**src/rtl/tensor_core_pkg.sv**
```systemverilog
// Shared types for the tensor_core blocks.
// Holds the vocab matcher FSM encoding and the null character value.
package tensor_core_pkg;

  typedef enum logic [1:0] {
    IDLE,
    FETCH,
    COMPARE,
    DONE
  } state_e;

  localparam int NULL_CHAR = 0;

endpackage

```
**src/rtl/vocab_matcher.sv**
```systemverilog
// Scans a character-addressed vocabulary for a query word.
// Supports exact and prefix matching; the lowest matching entry wins.
module vocab_matcher
  import tensor_core_pkg::*;
#(
  parameter int DATA_WIDTH  = 8,
  parameter int WORD_LENGTH = 3,
  parameter int VOCAB_DEPTH = 16,
  localparam int ADDR_WIDTH = $clog2(VOCAB_DEPTH*WORD_LENGTH),
  localparam int IDX_WIDTH  = $clog2(VOCAB_DEPTH)
) (
  input  logic                              clk,
  input  logic                              rst,
  input  logic                              start,
  input  logic [WORD_LENGTH*DATA_WIDTH-1:0] word,
  input  logic                              prefix_mode,
  output logic                              mem_re,
  output logic [ADDR_WIDTH-1:0]             mem_addr,
  input  logic [DATA_WIDTH-1:0]             mem_rdata,
  output logic                              busy,
  output logic                              done,
  output logic                              found,
  output logic [IDX_WIDTH-1:0]              match_index
);

  localparam int CW = $clog2(WORD_LENGTH + 1);
  localparam logic [DATA_WIDTH-1:0] NUL = DATA_WIDTH'(NULL_CHAR);
  localparam logic [IDX_WIDTH-1:0] LAST_K = IDX_WIDTH'(VOCAB_DEPTH - 1);
  localparam logic [CW-1:0] LAST_C = CW'(WORD_LENGTH - 1);

  state_e                            state_q, state_d;
  logic [WORD_LENGTH*DATA_WIDTH-1:0] word_q, word_d;
  logic                              prefix_q, prefix_d;
  logic [IDX_WIDTH-1:0]              k_q, k_d;
  logic [CW-1:0]                     c_q, c_d;
  logic [ADDR_WIDTH-1:0]             base_q, base_d;
  logic                              found_q, found_d;
  logic [IDX_WIDTH-1:0]              idx_q, idx_d;

  logic [DATA_WIDTH-1:0]  qch [WORD_LENGTH];
  logic [WORD_LENGTH-1:0] last_c;

  // last_c[i]: a match on char i completes the query
  for (genvar i = 0; i < WORD_LENGTH; i++) begin : g_q
    assign qch[i] = word_q[i*DATA_WIDTH +: DATA_WIDTH];
    if (i == WORD_LENGTH - 1) begin : g_end
      assign last_c[i] = 1'b1;
    end else begin : g_mid
      assign last_c[i] = prefix_q &&
        (word_q[(i+1)*DATA_WIDTH +: DATA_WIDTH] == NUL);
    end
  end

  always_ff @(posedge clk) begin
    if (rst) begin
      state_q  <= IDLE;
      word_q   <= '0;
      prefix_q <= 1'b0;
      k_q      <= '0;
      c_q      <= '0;
      base_q   <= '0;
      found_q  <= 1'b0;
      idx_q    <= '0;
    end else begin
      state_q  <= state_d;
      word_q   <= word_d;
      prefix_q <= prefix_d;
      k_q      <= k_d;
      c_q      <= c_d;
      base_q   <= base_d;
      found_q  <= found_d;
      idx_q    <= idx_d;
    end
  end

  always_comb begin
    state_d  = state_q;
    word_d   = word_q;
    prefix_d = prefix_q;
    k_d      = k_q;
    c_d      = c_q;
    base_d   = base_q;
    found_d  = found_q;
    idx_d    = idx_q;
    unique case (state_q)
      IDLE: begin
        if (start) begin
          word_d   = word;
          prefix_d = prefix_mode;
          found_d  = 1'b0;
          idx_d    = '0;
          k_d      = '0;
          c_d      = '0;
          base_d   = '0;
          state_d  = (word[DATA_WIDTH-1:0] == NUL) ? DONE : FETCH;
        end
      end
      FETCH: state_d = COMPARE;
      COMPARE: begin
        if (c_q == '0 && mem_rdata == NUL) begin
          state_d = DONE;
        end else if (mem_rdata != qch[c_q]) begin
          if (k_q == LAST_K) begin
            state_d = DONE;
          end else begin
            k_d     = k_q + 1'b1;
            c_d     = '0;
            base_d  = base_q + ADDR_WIDTH'(WORD_LENGTH);
            state_d = FETCH;
          end
        end else if (last_c[c_q] || c_q == LAST_C) begin
          found_d = 1'b1;
          idx_d   = k_q;
          state_d = DONE;
        end else begin
          c_d     = c_q + 1'b1;
          state_d = FETCH;
        end
      end
      DONE: state_d = IDLE;
      default: state_d = IDLE;
    endcase
  end

  assign mem_re      = (state_q == FETCH);
  assign mem_addr    = base_q + ADDR_WIDTH'(c_q);
  assign busy        = (state_q == FETCH) || (state_q == COMPARE);
  assign done        = (state_q == DONE);
  assign found       = found_q;
  assign match_index = idx_q;

endmodule

```
**config.mk**
```make
export PLATFORM = sky130hd
export DESIGN_NAME = vocab_matcher
export DESIGN_NICKNAME = d
export VERILOG_FILES = /design/src/rtl/tensor_core_pkg.sv /design/src/rtl/vocab_matcher.sv
export SDC_FILE = /design/constraint.sdc
export NUM_CORES = 1
export LEC_CHECK = 0
export ABC_CLOCK_PERIOD_IN_PS = 2560
export BUFFER_PORTS_ARGS = -buffer_cell sky130_fd_sc_hd__buf_2
export CAP_MARGIN = 0
export CORE_MARGIN = 2
export CORE_UTILIZATION = 52
export CTS_BUF_LIST = sky130_fd_sc_hd__clkbuf_8
export CTS_CLUSTER_SIZE = 10
export DETAILED_ROUTE_END_ITERATION = 8
export GPL_TIMING_DRIVEN = 0
export PLACE_DENSITY = 0.79
export SYNTH_ARGS = -nofsm -noshare
export SYNTH_HDL_FRONTEND = slang
export SYNTH_SLANG_ARGS = --single-unit
```
**constraint.sdc**
```tcl
create_clock -name clk -period 2.56 [get_ports clk]
set_input_delay 0.384 -clock clk [delete_from_list [all_inputs] [get_ports clk]]
set_output_delay 0.384 -clock clk [all_outputs]
set_load 0.1 [all_outputs]
```
==> results of run 1 <==
==> what timing repair did <==
| item | CTS | global route |
|---|---|---|
| resized for setup | 29 | 14 |
| endpoints found under the setup margin | 11 | 15 |
| setup buffers | 5 | 3 |
| hold buffers | 0 | 0 |
| pin swaps | 5 | 1 |
| gates cloned | 1 | 0 |
==> path summary, 6_finish.rpt <==
| check | end | slack (ns) | startpoint | cells past startpoint |
|---|---|---|---|---|
| setup reg to reg | match_index[2] | -0.07 | c_q[0] | 10 |
| hold / removal | word_q[21] | 0.32 | word[21] | 3 |
| hold reg to reg | found | 0.45 | found | 2 |
| setup / recovery | match_index[2] | -0.07 | c_q[0] | 10 |
==> synth_stat cells (all sizes together) <==
cell type	n
o221ai	8
mux2i	11
a31oi	1
nand2	64
nand4b	9
nor3b	10
a21o	2
dfxtp	44
o21ai	9
xor2	5
nand4	3
buf	9
o21a	1
or2b	2
or4	4
a32oi	1
o31ai	5
o22ai	4
clkbuf	7
xnor2	2
nor3	3
and3	2
and2	1
fa	1
nand3	7
nor2	13
nor4	6
a211oi	1
nor2b	6
nand3b	1
ha	10
or3	4
a21oi	31
and2b	3
nand2b	17
o2111a	1
inv	12
==> worst register-to-register path: stages, from the launching register on <==
cell	delay, ns
dfxtp_2	0.34
buf_6	0.13
buf_12	0.14
mux2i_4	0.26
nor3b_4	0.23
o22ai_2	0.10
or4_4	0.56
or3_1	0.33
buf_6	0.15
and3_4	0.14
o21a_1	0.16
==> layout make-up <==
class	instances	area, um^2
inverter	12	45.0
timing repair buffer	57	365
sequential	44	886
clock buffer	5	68.8
clock inverter	3	42.5
fill	373	1400
tap	67	83.8
multi-input combinational	248	1750
buffer	16	116
==> state kept, by name, summed over array words and instances (netlist names) <==
name	flops
word_q	24
base_q	6
k_q	4
match_index	4
c_q	2
state_q	2
found	1
prefix_q	1
==> metrics by stage <==
stage / instances / power (mW) / hold slack, ns
3_3_place_gp: 435 / 1.11 / 0.433
5_1_grt: 452 / 1.75 / 0.310
3_5_place_dp: 435 / 1.12 / 0.434
4_1_cts: 449 / 1.66 / 0.312
6_report: 452 / 1.68 / 0.316
2_1_floorplan: 320 / 1.02 / 0.436
==> per-layer routing <==
layer  global-route usage  vias to the layer above  routed length (um)
met5                    0                        -                   0
met4               0.0933                        0                 142
met3               0.0434                       16                 380
met2                0.419                       86                3190
met1                0.339                     1181                3030
li1                     -                     1250                   -
==> power by group through the flow <==
stage / Combinational, mW / Sequential [mW] / Clock, mW
after global routing: 0.419 / 0.769 / 0.564
final: 0.380 / 0.763 / 0.536
after detailed placement: 0.349 / 0.773 / 0
after floorplan: 0.262 / 0.763 / 0
after global placement: 0.340 / 0.772 / 0
after CTS: 0.362 / 0.762 / 0.534
==> cell families (layout without fill, tap and decap cells) <==
| kind of cell | count (synthesis) | in the layout | synth area share |
|---|---|---|---|
| buffers and inverters | 28 | 93 | 0.0579 |
| xor gates and xnor gates | 7 | 7 | 0.0239 |
| AOI/OAI and AO/OA | 64 | 64 | 0.151 |
| muxes | 11 | 11 | 0.0428 |
| DFF | 44 | 44 | 0.343 |
| adders and majority gates | 11 | 11 | 0.0565 |
| and+or+nand+nor | 155 | 155 | 0.325 |
==> out/metrics.yaml, run 1 <==
worst_pin_slew_ns: 0.588
max_slew_margin: 0.608
worstSetupEndpointType: "flip-flop"
grt_pass1_vias: 2380
rows: 25
finalCriticalPeriod_ns: 2.63
max_stage_delay_ns: 0.56
seqPwrFrac: 0.454
dp_slack_ns: -0.299
viasPerCell: 5.60
cts.sinks: 44
worst_clock_skew_ns: 0.00431
ir_worst_vdd_mv: 0.435
leakagePower_nw: 1.35
fin_ws_ns: -0.0655
switchingPower_mw: 0.536
drt-total-wl_um: 6750
max-clock-path-buffers: 2
synth_warnings: 0
vias: 2533
fin_area_um2: 3360
finalHoldViolCount: 0
synthCells: 320
max_freq_mhz: 381
die_area_um2: 5520
synth_seq_cells: 44
crit_fanout: 8
path_common_cell: "buf_6"
synth_seq_area_share: 0.343
syn_area_per_cell_um2: 8.03
tritoncts: "done"
initial_utilization: 0.541
drive_above_1_share: 0.288
cpLargestDelayFamily: "simple AND/OR/NAND/NOR gates"
power.share.clock: 0.319
required_ns: 2.76
grt_max_degree: 15
antenna_found_initial: 0
p_sw_frac: 0.319
synth_area_leaders: "dfxtp_1 (34%), nand2_1 (9.3%), a21oi_1 (6.0%)"
finalSetupTns_ns: -0.142
firstDrtPassIters: 4
globalplace.congestion: 0.873
cp_num_buf_inv: 3
cts_buffers: 5
drv_cap: 0
synth_top_cell_area_share: 0.343
hp-class: "in2reg"
grt_pass1_wl_um: 10800
area_growth_pct: 30.6
rsz0062_at_grt: "true"
pwr_density_cell_nw_per_um2: 501
diodes: 0
grt_usage: 0.255
netlist_area_um2: 2570
synth_fp_nets: 367
port-buffer-count: 48
layout_commonest_cell: "nand2_1"
dpl_cell_area_um2: 2940
start_kind: "flip-flop"
drtAntennaViolNets: 0
gr-total-overflow: 0
maxSlewViolCount: 0
die_y_um: 74.3
cp_slowest_cell: "or4_4"
cts_root_buffer: "clkbuf_8"
h-tree-depth: 2
status: "complete, but fails checks"
min_period_over_period: 1.03
final_cell_mix: "nand2_1 (64), buf_2 (47), dfxtp_1 (42)"
setup_viol: 3
synth_top_cell_by_area: "dfxtp_1"
path_class: "reg2reg"
clk_pin_slew_worst_paths_ns: 0.09
core_um2: 4750
clock_latency_ns: 0.30
crit_chain: "buf_6 -> buf_12 -> mux2i_4 -> nor3b_4 -> o22ai_2 -> or4_4 -> or3_1 -> buf_6 -> and3_4 -> o21a_1"
synth_cell_types: 43
cp_data_arrival_time_ns: 2.83
p_int_mw: 1.14
io-pin-count: 50
final_core_util: 0.706
drtIter0Drc: 161
final_nets: 431
comb_power_share: 0.226
hpwl_um: 4590
fp.dieW_um: 74.3
violations: "setup timing"
drc_errors: 0
routedWlPerCell_um: 14.9
Power figures use the tool's default switching activity.
==> run 2: changes to the inputs <==
PLACE_DENSITY = 0.87   (was 0.79)
==> run 2 against run 1 <==
  * The flow still finishes with violations (setup timing)
  * Critical path depth unchanged
  * Maximum frequency fell by 1.1%
  * Sequential share of layout area rose by 0.11 points
  * Cell area fell by 0.41%
  * Flip-flop and latch count unchanged
  * Register-to-register slack lost 0.03 ns
  * Worst hold slack gained 0.0041 ns
  * Die area is the same
  * Setup slack worse by 0.030 ns
  * Non-clock buffer count grew 1
  * First-iteration DRC count is 39% higher
  * Critical path type unchanged
==> out/metrics.yaml, run 2 (synthesis results as in run 1) <==
crit_fanout: 8  # unchanged
crit_chain: "buf_6 -> buf_12 -> buf_4 -> mux2i_4 -> nor3b_4 -> o22ai_2 -> or4_4 -> or3_4 -> and3_4 -> o21a_1"
path_depth: 10  # unchanged
status: "complete, but fails checks"
holdPathStages: 3  # unchanged
gr-total-overflow: 0  # unchanged
cp_num_buf_inv: 3  # unchanged
comb_power_share: 0.249  # +0.023
ff2ff_path_depth: 10  # unchanged
pwr_density_cell_nw_per_um2: 466  # -7.0%
p_int_mw: 1.04  # -9.2%
io-pin-count: 50  # unchanged
clk_pin_slew_worst_paths_ns: 0.08  # about the same
switchingPower_mw: 0.517  # -3.5%
cp_data_arrival_time_ns: 2.85  # +0.02 ns
vias: 2720  # +7.4%
cts_buffers: 5  # unchanged
largest_register_ffs: 24  # unchanged
antenna_found_initial: 0  # unchanged
die_area_um2: 5520  # unchanged
tritoncts: "done"
viasPerCell: 6.02  # +7.4%
ir_worst_vdd_mv: 0.401  # -7.9%
fin_ws_ns: -0.0955  # -0.0299 ns
regArea_um2: 886  # unchanged
final_nets: 432  # +0.23%
maxSlewViolCount: 0  # unchanged
routedWlPerCell_um: 16.3  # +8.9%
worst_pin_slew_ns: 0.698  # +0.110 ns
power.share.clock: 0.259  # -0.060
area_growth_pct: 30.0
seqPwrFrac: 0.492  # +0.038
port-buffer-count: 48  # unchanged
grt_max_degree: 13  # -2
dpl_cell_area_um2: 2940  # unchanged
leakagePower_nw: 1.34  # -0.84%
cts.sinks: 44  # unchanged
final_cell_mix: "nand2_1 (64), buf_2 (47), dfxtp_1 (42)"
rows: 25  # unchanged
clock_latency_ns: 0.30  # about the same
cp_slowest_cell: "or4_4"
die_y_um: 74.3  # unchanged
reg_top3: "word_q x24, base_q x6"
fin_area_um2: 3340  # -0.41%
max-clock-path-buffers: 2  # unchanged
worst_clock_skew_ns: 0.00631  # +0.00200 ns
drc_errors: 0  # unchanged
hp-class: "in2reg"
postCtsHoldBufs: 0  # unchanged
fp.dieW_um: 74.3  # unchanged
whs_ns: 0.321  # +0.00413 ns
drt-total-wl_um: 7350  # +8.9%
min_period_over_period: 1.04  # +0.0117
required_ns: 2.76  # about the same
firstDrtPassIters: 5  # +1
hpwl_um: 4600  # +0.21%
grt_pass1_vias: 2380  # unchanged
regMostFlops: "word_q"
worstSetupEndpointType: "flip-flop"
layout_commonest_cell: "nand2_1"
max_freq_mhz: 377  # -1.1%
rsz0062_at_grt: "true"
finalHoldViolCount: 0  # unchanged
globalplace.congestion: 0.871  # -0.23%
grt_pass1_wl_um: 10700  # -0.95%
grt_usage: 0.251  # -0.00359
core_um2: 4750  # unchanged
start_kind: "flip-flop"
cts_root_buffer: "clkbuf_8"
drtAntennaViolNets: 0  # unchanged
diodes: 0  # unchanged
h-tree-depth: 2  # unchanged
initial_utilization: 0.541  # unchanged
max_slew_margin: 0.534  # -0.0734
finalSetupTns_ns: -0.305  # -0.163 ns
drive_above_1_share: 0.301  # +0.0130
drtIter0Drc: 223  # +39%
setup_viol: 4  # +1
drv_cap: 0  # unchanged
p_sw_frac: 0.332  # +0.0133
cpLargestDelayFamily: "simple AND/OR/NAND/NOR gates"
max_stage_delay_ns: 0.45  # -0.11 ns
finalCriticalPeriod_ns: 2.66  # +0.0299 ns
path_class: "reg2reg"
violations: "setup timing"
fillers: 385  # +3.2%
multi_input_area_um2: 1770  # +1.5%
==> run 2: cell types whose count changed in the layout (fill, tap and decap cells not counted), sizes merged <==
cell / change
inv: +1
bufinv: -1
buf: +3
clkbuf: -1
bufbuf: -1
clkinvlp: -1
==> run 2: timing repair <==
action / 4_1_cts / 5_1_grt
pin swaps: 5 / 6
endpoints found under the hold margin: 0 / 0
endpoints found under the setup margin: 12 / 17
setup buffers: 6 / 6
gates resized for setup: 20 / 32
==> run 2: final cells by class <==
type                            instances  area share
Multi-Input combinational cell        248       0.531
Sequential cell                        44       0.265
Timing Repair Buffer                   60       0.111
Buffer                                 14      0.0311
Tap cell                               67      0.0251
Clock buffer                            5      0.0206
Inverter                               12      0.0135
Clock inverter                          2     0.00262
==> run 2: final timing paths <==
check,startpoint,endpoint,slack [ns]
max,c_q[0],match_index[2],-0.1
min,word[14],word_q[14],0.32
max reg2reg,c_q[0],match_index[2],-0.1
min reg2reg,word_q[6],word_q[6],0.48
==> run 2: power groups by stage <==
stage | Sequential, mW | Combinational [mW] | Clock [mW]
after CTS | 0.761 | 0.353 | 0.408
after global placement | 0.771 | 0.338 | 0
final | 0.766 | 0.387 | 0.403
after global routing | 0.770 | 0.427 | 0.431
after detailed placement | 0.774 | 0.346 | 0
after floorplan | 0.763 | 0.262 | 0
==> run 2: worst reg2reg max path: stages (launching register included) <==
cell	delay (ns)
dfxtp_2	0.34
buf_6	0.13
buf_12	0.15
buf_4	0.13
mux2i_4	0.24
nor3b_4	0.23
o22ai_2	0.12
or4_4	0.45
or3_4	0.44
and3_4	0.17
o21a_1	0.16
==> run 2: metrics by stage <==
stage               setup WS [ns]  utilization  power, mW  std cells
floorplan                 -0.0739            -       1.02        320
global placement           -0.238        0.618       1.11        435
detailed placement         -0.276        0.618       1.12        435
CTS                      -0.00556        0.661       1.52        448
global route               -0.153        0.703       1.63        452
finish                    -0.0955        0.703       1.56        452
==> run 2: metal layers <==
layer / vias up / global-route usage / share of wire
met3: 27 / 0.0447 / 0.066
met1: 1297 / 0.326 / 0.42
li1: 1254 / - / -
met2: 142 / 0.422 / 0.49
met5: - / 0 / 0
met4: 0 / 0.0913 / 0.032
